`config.mk`:
```
export PLATFORM = sky130hd
export DESIGN_NAME = fpga_bd_tx
export DESIGN_NICKNAME = d
export VERILOG_FILES = /design/src/rtl/fpga_bd_tx.sv
export SDC_FILE = /design/constraint.sdc
export NUM_CORES = 1
export LEC_CHECK = 0
export CORE_MARGIN = 2
export CORE_UTILIZATION = 55
export DETAILED_ROUTE_END_ITERATION = 8
export PLACE_DENSITY = 0.89
export SETUP_SLACK_MARGIN = 0.02
export SYNTH_ARGS = -nofsm -noshare
export SYNTH_HDL_FRONTEND = slang
export SYNTH_SLANG_ARGS = --single-unit
```
`constraint.sdc`:
```
create_clock -name clk -period 6 [get_ports clk]
set_input_delay 1.8 -clock clk [delete_from_list [all_inputs] [get_ports clk]]
set_output_delay 1.8 -clock clk [all_outputs]
set_load 0.02 [all_outputs]
```
`src/rtl/fpga_bd_tx.sv`:
```
// FPGA-side P2C transmitter: small input FIFO feeding a 4-phase req/xe handshake into BD.
// Optional macro FPGA_BD_TX_XE_SYNC_EN adds a 2-flop synchronizer on bd_xe.
module fpga_bd_tx #(
  parameter int NUM_BITS   = 21,
  parameter int FIFO_DEPTH = 4,
  parameter int CNT_W      = 32
) (
  input  logic                clk,
  input  logic                _Reset,
  input  logic [NUM_BITS-1:0] in_data,
  input  logic                in_valid,
  output logic                in_ready,
  output logic [NUM_BITS-1:0] bd_data,
  output logic                bd_req,
  input  logic                bd_xe,
  output logic                busy,
  output logic [CNT_W-1:0]    words_sent
);

  localparam int AW = $clog2(FIFO_DEPTH);
  localparam logic [AW:0]      PTR_ONE = 1;
  localparam logic [CNT_W-1:0] CNT_ONE = 1;

  typedef enum logic [1:0] {IDLE, SETUP, REQ, WAIT_XE} state_t;

  state_t              state, state_nxt;
  logic [NUM_BITS-1:0] mem [FIFO_DEPTH];
  logic [AW:0]         wr_ptr, rd_ptr;
  logic                empty, full, push, pop;
  logic                set_req, clr_req;
  logic                xe_s;

  // Pointers carry one extra wrap bit so full and empty can be told apart.
  assign empty    = (wr_ptr == rd_ptr);
  assign full     = (wr_ptr[AW] != rd_ptr[AW]) && (wr_ptr[AW-1:0] == rd_ptr[AW-1:0]);
  assign in_ready = !full;
  assign push     = in_valid && !full;
  assign busy     = !empty || (state == SETUP) || (state == REQ);

`ifdef FPGA_BD_TX_XE_SYNC_EN
  logic [1:0] xe_sync;

  always_ff @(posedge clk) begin
    if (!_Reset) xe_sync <= 2'b11;
    else         xe_sync <= {xe_sync[0], bd_xe};
  end

  assign xe_s = xe_sync[1];
`else
  assign xe_s = bd_xe;
`endif

  // Reset lands in WAIT_XE so a handshake cut short by reset finishes before the next req.
  always_ff @(posedge clk) begin
    if (!_Reset) state <= WAIT_XE;
    else         state <= state_nxt;
  end

  always_comb begin
    state_nxt = state;
    case (state)
      IDLE:    if (!empty && xe_s) state_nxt = SETUP;
      SETUP:   state_nxt = REQ;
      REQ:     if (!xe_s) state_nxt = WAIT_XE;
      WAIT_XE: if (xe_s)  state_nxt = IDLE;
      default: state_nxt = WAIT_XE;
    endcase
  end

  // NOTE: every signal driven in always_comb gets a default first so no latch is inferred.
  always_comb begin
    pop     = 1'b0;
    set_req = 1'b0;
    clr_req = 1'b0;
    case (state)
      IDLE:    pop     = !empty && xe_s;
      SETUP:   set_req = 1'b1;
      REQ:     clr_req = !xe_s;
      default: ;
    endcase
  end

  // NOTE: storage array has no reset; the pointers alone define what is valid.
  always_ff @(posedge clk) begin
    if (_Reset && push) mem[wr_ptr[AW-1:0]] <= in_data;
  end

  // NOTE: sequential state uses non-blocking assignments so all registers update together.
  always_ff @(posedge clk) begin
    if (!_Reset) begin
      wr_ptr     <= '0;
      rd_ptr     <= '0;
      bd_data    <= '0;
      bd_req     <= 1'b0;
      words_sent <= '0;
    end else begin
      if (push) wr_ptr <= wr_ptr + PTR_ONE;
      if (pop) begin
        rd_ptr  <= rd_ptr + PTR_ONE;
        bd_data <= mem[rd_ptr[AW-1:0]];
      end
      if (set_req) bd_req <= 1'b1;
      else if (clr_req) bd_req <= 1'b0;
      if (clr_req) words_sent <= words_sent + CNT_ONE;
    end
  end

endmodule

```
# Word-level counts from Yosys, hierarchy flattened
# Memories as Yosys holds them, arrays and structs flattened. A register that Yosys moved wholly into a read port is not among the register bits.
# Index checks and enable logic that the tools add are counted.
dict set report totals {
  output_inout_bits 56
  mem_count 1
  mem_bits_rw 84
  wordCells 42
  register_bits 41
  in_bits 25
}
# memory words word_bits rd rd_ports_with_merged_regs wr line_no
set memory_table {}
lappend memory_table {mem 4 21 1 1 1 27} ;# logic [NUM_BITS-1:0] mem [FIFO_DEPTH];
dict set report classes {
  eq_ne 9
  addsub 3
  n_mux 11
  n_reduce_logical 13
}
# op n
set op_table {}
lappend op_table {{$add 32x1->32 const B} 1}
lappend op_table {{$pmux 2 s4} 1}
lappend op_table {{$mux 1} 7}
lappend op_table {{$add 3x1->3 const B} 2}
lappend op_table {{$mux 2} 3}
lappend op_table {{$ne 2x2->1 const B} 3}
lappend op_table {{$eq 2x2->1 const B} 2}
lappend op_table {{$logic_and 1x1->1} 4}
lappend op_table {{$logic_not 1->1} 4}
lappend op_table {{$eq 3x3->1} 1}
lappend op_table {{$reduce_and 3->1} 1}
lappend op_table {{$eq 2x1->1 const B} 1}
lappend op_table {{$eq 2x2->1} 1}
lappend op_table {{$logic_not 2->1} 1}
lappend op_table {{$logic_or 1x1->1} 2}
lappend op_table {{$reduce_bool 2->1} 1}
lappend op_table {{$ne 1x1->1} 1}

# Depth between registers and ports, before layout
# Gate-level depths: netlist of run 1.
dict set report depth {
  depth_word 7
  depth_mapped 7
}

# Worst setup path after synthesis of run 1
# Ideal clock, no wire load.
dict set report synth_path {
  kind {input to register}
  startpoint {input _Reset}
  endpoint {memory mem[0][0] (enable)}
  arrival_time_ps 2973
  path_slack_ps 2648
  stages 3
  setup_time_ps 379
  required_time_ps 5621
  cell_sequence {clkbuf_1 clkbuf_1 and3_1}
}
dict set report synth_via {
  elab_chain_cells 3
}
# element line_no
set synth_rtl {}
lappend synth_rtl {{start, declared} 9} ;# input logic _Reset,
lappend synth_rtl {{$logic_and 1x1->1} 85} ;# if (_Reset && push) mem[wr_ptr[AW-1:0]] <= in_data;
lappend synth_rtl {{$mux 1} 85}
lappend synth_rtl {{$mux 1 (implied by the code)} 85}
lappend synth_rtl {{end, declared} 27}
# No other way between the ends.

# Worst setup path in the final report of run 1
dict set report layout_path {
  startpoint {register rd_ptr[0]}
  endpoint {output busy}
}
dict set report layout_via {
  elab_chain_cells 4
}
# element line_no
set layout_rtl {}
lappend layout_rtl {{start, declared} 28} ;# logic [AW:0] wr_ptr, rd_ptr;
lappend layout_rtl {{start signal, assigned} 99} ;# rd_ptr <= rd_ptr + PTR_ONE;
lappend layout_rtl {{$eq 3x3->1} 34} ;# assign empty = (wr_ptr == rd_ptr);
lappend layout_rtl {{$logic_not 1->1} 38} ;# assign busy = !empty || (state == SETUP) || (state == REQ);
lappend layout_rtl {{$logic_or 1x1->1 (2 in series)} 38}
lappend layout_rtl {{end, declared} 16} ;# output logic busy,
# No other way between the ends.

==> metrics.txt, run 1 <==
status=finished clean; Core Util, Final=71.4%; post-synth top area cell=edfxtp_1; post-synthesis compound-gate area fraction=6.67%; die area=11600 um2; Tightest Pin Transition=roughly 1.1 ns; area delta synth->final=25.0%; global-route wire length before repair=20500 um; largest cells by area after synthesis=edfxtp_1 (43%), dfxtp_1 (21%), mux4_2 (8.0%), nand2_1 (3.9%), a21oi_1 (3.1%); detailed-route DRC error count=0; filler cell count=roughly 690; Seq/Total Area, Yosys=63.5%; Place WS=1.88 ns; via/cell ratio=between 5 and 6; Die Wd=about 110 um; minimum clock period after layout=4.53 ns; pin count of the biggest net entering global routing=54; Net Count, Synth=486; setup_tns=0 ns; share of layout cells above drive strength 1=a little under an eighth; clock tree from TritonCTS=done; reg2reg start=rd_ptr[0]; worst hold path class=reg2reg; cts repair resizes=0; Simple-Gate Fraction of Synth Area=13.8%; required time of the worst setup path=4.20 ns; CTS Buf Count=17; Longest Clk Path Bufs=2; R2R setup slack=about 2.9 ns; Rows=37; design area=7410 um2; Cells after Synth=451; drt initial violations=248; most numerous cell in the Yosys netlist=edfxtp_1; DP Area=roughly 6800 um2; Initial Util=57.1%; ANT nets after route=0; Core Area=10400 um2; antenna violations before repair=0; Post-synth top flop=edfxtp_1; worst hold path startpoint=bd_data[1]; post-synthesis register bit count=146; drt wl/cell=roughly 19 um; crit end category=primary output; PD cells=~310 nW/um2; Final Worst Setup Slack=1.47 ns; Multi-input gate area=slightly above 2000 um2; Vias=between 4k and 5k; clock skew=0.0131 ns; Critical R2R Capture=mem[0][0]; Reg2Reg Depth=3; Hold Crit Endpoint=bd_data[1]; Final Hold Viols=0; Max Fclk=between 200 and 250 MHz; Post-DP HPWL=8280 um; worst vdd ir=0.000284 V; IO Count=81; Root Buffer=clkbuf_8; top-area cell type share of the netlist area=42.6%; final period utilization=75.5%; max-cap violations=0; largest family of logic cells by synthesized area=simple AND/OR/NAND/NOR gates; Hold Crit Depth=2; Mean Syn Cell Area=13.1 um2; post-synthesis adder-cell area fraction=2.11%; list of most frequent post-synthesis cells=edfxtp_1 (84), dfxtp_1 (62), nand2_1 (61); # setup viols final=0; slew margin rel.=24.3%; hold_buf cts=0; largest fanout on the critical path=24; register area=3760 um2; ANT cells=0; number of synthesized flops with an enable pin=between 80 and 90; GRT Residual Overflow=0; postcts setup bufs=0; Mapped Area=5930 um2; RSZ-0062 raised after global routing=no; input/output buffers=80; CTS sink cnt=146; clk_lat worst skew=around 0.53 ns; XOR/XNOR share of the synthesized area=2.66%; Final Net Count=566; H-tree Lvls=4; Initial DRT Pass Iterations=5; CP arrival=2.73 ns; WS Path Type=reg2out; RePlAce Congestion=0.867; total track usage=a little under a quarter; synth warn=0; routed wire length=13000 um; synth unique cells=41; die span in y=108 um; mux contribution to synthesized area=9.16%; vias in the first global route=3980; Lkg Pwr=between 2 and 2.5 nW; Clock Pin Slew Worst Setup and Hold Paths=0.06 ns; asr flop ratio synth=0%; Pins Over Slew Limit=0; Startpoint Class=flip-flop
-- layout make-up --
| cell class | instances | area share [%] |
|---|---|---|
| Clock buffer | 20 | 6.16 |
| Clock inverter | 12 | 1.62 |
| Inverter | 10 | 0.507 |
| Multi-Input combinational cell | 275 | 27.7 |
| Sequential cell | 146 | 50.8 |
| Tap cell | 136 | 2.30 |
| Timing Repair Buffer | 81 | 10.9 |
-- layout by cell type, fill, tap and decap left out, drive strengths merged, types with 6 or more instances in the layout --
cell type      count
dfxtp             62
edfxtp            84
inv               15
xnor2             11
ha                10
nor4               7
or4                9
and3               9
a21oi             37
clkdlybuf4s50     80
or3                6
and4               7
nand2             61
nor2              19
mux2i              7
o31ai              9
mux4              21
o21ai              8
xor2               7
nand4              7
nand3             14
clkbuf            20
-- critical path: stages, from the launching register on --
cell and delay (ns):
dfxtp_2 0.88, xor2_1 0.49, nor2_1 0.11, nand3_1 0.11, clkdlybuf4s50_1 0.60
-- routing by layer --
metal	GRT usage (%)	wire length, um
met5	0	0
met4	7.78	172
met3	7.02	875
met2	42.3	6960
met1	28.1	5040
-- kinds of logic (layout without fill, tap and decap cells) --
group / count (synthesis) / after routing
and+or+nand+nor: 154 / 154
DFF: 146 / 146
AOI/OAI and AO/OA: 65 / 65
buffers and inverters: 30 / 123
muxes: 28 / 28
xor gates and xnor gates: 18 / 18
adders and majority gates: 10 / 10
-- through the flow --
step,cells,hold WS (ns),total power [W]
2_1_floorplan,451,0.482,0.00125
3_3_place_gp,648,0.445,0.00132
3_5_place_dp,648,0.446,0.00133
4_1_cts,680,0.459,0.00234
5_1_grt,680,0.483,0.00240
6_report,680,0.458,0.00233
-- power by group --
| part | switching (W) | internal, W | leakage [nW] |
|---|---|---|---|
| Clock | 0.000420 | 0.000594 | 0.284 |
| Sequential | 0.0000272 | 0.00109 | 1.26 |
| Combinational | 0.000108 | 0.0000867 | 0.926 |
| Total | 0.000555 | 0.00177 | 2.47 |
-- sequential cells by signal (all words and copies together), names as in the netlist --
name        flops
words_sent     32
bd_req          1
state           2
wr_ptr          3
rd_ptr          3
mem            84
bd_data        21
-- worst max path at each step --
stage | start | to
6_report | rd_ptr[0] | busy
2_1_floorplan | _Reset | mem[0][0]
4_1_cts | rd_ptr[0] | busy
5_1_grt | rd_ptr[0] | busy
3_3_place_gp | _Reset | mem[3][10]
3_5_place_dp | _Reset | mem[0][6]
(Power assumes the default switching activity.)
==> run 2, diff against run 1 <==
CORE_UTILIZATION = 54   (was 55)
PLACE_DENSITY = 0.88   (was 0.89)
clock period = 4.2 ns   (was 6 ns; I/O delays follow)
==> run 2 against run 1 <==
Register-to-register slack lost 0.99 ns. Sequential share of layout area shrank 0.57 points. Wire length shrank 4.8%. Sequential power grew 42%. Highest routed layer unchanged. Combinational power grew 48%. Setup slack lost 0.81 ns. Critical path type unchanged. Clock power grew 51%.
==> metrics.txt, run 2 (synthesized netlist as in run 1, its figures left out) <==
Final Hold Viols=0; ANT nets after route=0; CTS sink cnt=146; pin count of the biggest net entering global routing=54; CP Cell Sequence=xor2_1 -> nor2_1 -> nand3_1 -> clkdlybuf4s50_1; setup_tns=0 ns; area delta synth->final=26.4%; max reg flops=84; Root Buffer=clkbuf_8; postcts setup bufs=0; minimum clock period after layout=3.54 ns; Crit path largest cell delay=0.62 ns; H-tree Lvls=4; Final Worst Setup Slack=0.665 ns; drt wl/cell=18.0 um; internal power=0.00265 W; Rows=38; input/output buffers=80; largest fanout on the critical path=5; commonest non-fill, non-tap cell in the layout=edfxtp_1; PD cells=456 nW/um2; Lkg Pwr=2.52 nW; final period utilization=between 80% and 90%; Seq pwr share=46.6%; CP arrival=2.28 ns; most frequent cells in the layout=edfxtp_1 (84), clkdlybuf4s50_1 (80), nand2_1 (61), dfxtp_1 (61), a21oi_1 (37); total track usage=22.4%; share of layout cells above drive strength 1=around an eighth; hold_buf cts=0; global-route wire length before repair=between 15000 and 20000 um; Post-DP HPWL=7940 um; ANT cells=0; vias in the first global route=3979; switching share of power=22.4%; antenna violations before repair=0; GRT Residual Overflow=0; crit-path leading delay family=buffers and inverters; design area=roughly 7500 um2; CP bufs+invs=1; Vias=between 4k and 5k; crit end category=primary output; clock power share=44.9%; CTS Buf Count=17; crit path launch=wr_ptr[1]; routed wire length=~12000 um; worst vdd ir=~0.00037 V; Max Fclk=283 MHz; RePlAce Congestion=around 0.87; Tightest Pin Transition=1.10 ns; Initial DRT Pass Iterations=5; Pins Over Slew Limit=0; worst hold path class=reg2reg; Place WS=0.832 ns; max-cap violations=0; clk_lat worst skew=about 0.52 ns; Logic pwr share=8.4%; Final Net Count=around 570; Initial Util=roughly 55%; cts repair resizes=0; RSZ-0062 raised after global routing=no; Longest Clk Path Bufs=2; via/cell ratio=5.88; drt initial violations=268; clock tree from TritonCTS=done; # setup viols final=0; Core Area=10800 um2; detailed-route DRC error count=0; Critical-path top delay cell=clkdlybuf4s50_1; die area=11800 um2; Psw=between 0.0007 and 0.0008 W; IO Count=81; Die Wd=109 um; Startpoint Class=flip-flop; hold slack=0.458 ns; worst hold path startpoint=bd_data[13]; Clock Pin Slew Worst Setup and Hold Paths=around 0.060 ns; reg2reg start=state[0]; die span in y=109 um; required time of the worst setup path=between 2 and 3 ns; status=finished clean; clock skew=roughly 0.0092 ns; DP Area=a little under 7000 um2; WS Path Type=reg2out; Tot Pwr=between 0.003 and 0.004 W; slew margin rel.=approximately a quarter
==> run 2: tightest hold or removal path: stages, from the launching register on <==
cell     delay, ns
dfxtp_1       0.31
nand2_1       0.05
a21oi_1       0.06
==> run 2: power groups by stage <==
stage          clock network, W  registers (W)  logic [W]
2_1_floorplan                 0        0.00163   0.000161
3_3_place_gp                  0        0.00162   0.000272
3_5_place_dp                  0        0.00162   0.000286
4_1_cts                 0.00155        0.00159   0.000292
5_1_grt                 0.00161        0.00160   0.000319
6_report                0.00153        0.00159   0.000288
==> run 2: worst paths after layout <==
| path | endpoint | cells after the start | slack, ns |
|---|---|---|---|
| min | bd_data[13] | 2 | 0.46 |
| max reg2reg | words_sent[28] | 6 | 1.94 |
| min reg2reg | bd_data[13] | 2 | 0.46 |
| max | busy | 4 | 0.66 |
==> run 2: final cells by class <==
class	count	area [um2]
flip-flops and latches	146	3760
fillers	727	3300
multi-input cells	275	2050
repair buffers	88	861
clock buffers	18	418
clock inverters	14	185
well taps	140	175
inverters	10	37.5
==> run 2: metal layers <==
metal  part of all wire, %  GRT usage, %  up-vias
li1                      -             -     1872
met1                    39          26.5     1989
met2                    52          37.8      175
met3                   7.4          6.04       29
met4                   2.1          10.9        0
met5                     0             0        -
==> run 2: through the flow <==
step                util, %  cells
finish                 69.4    691
global route           69.4    691
CTS                    69.4    691
detailed placement     63.8    659
global placement       63.8    659
floorplan                 -    451
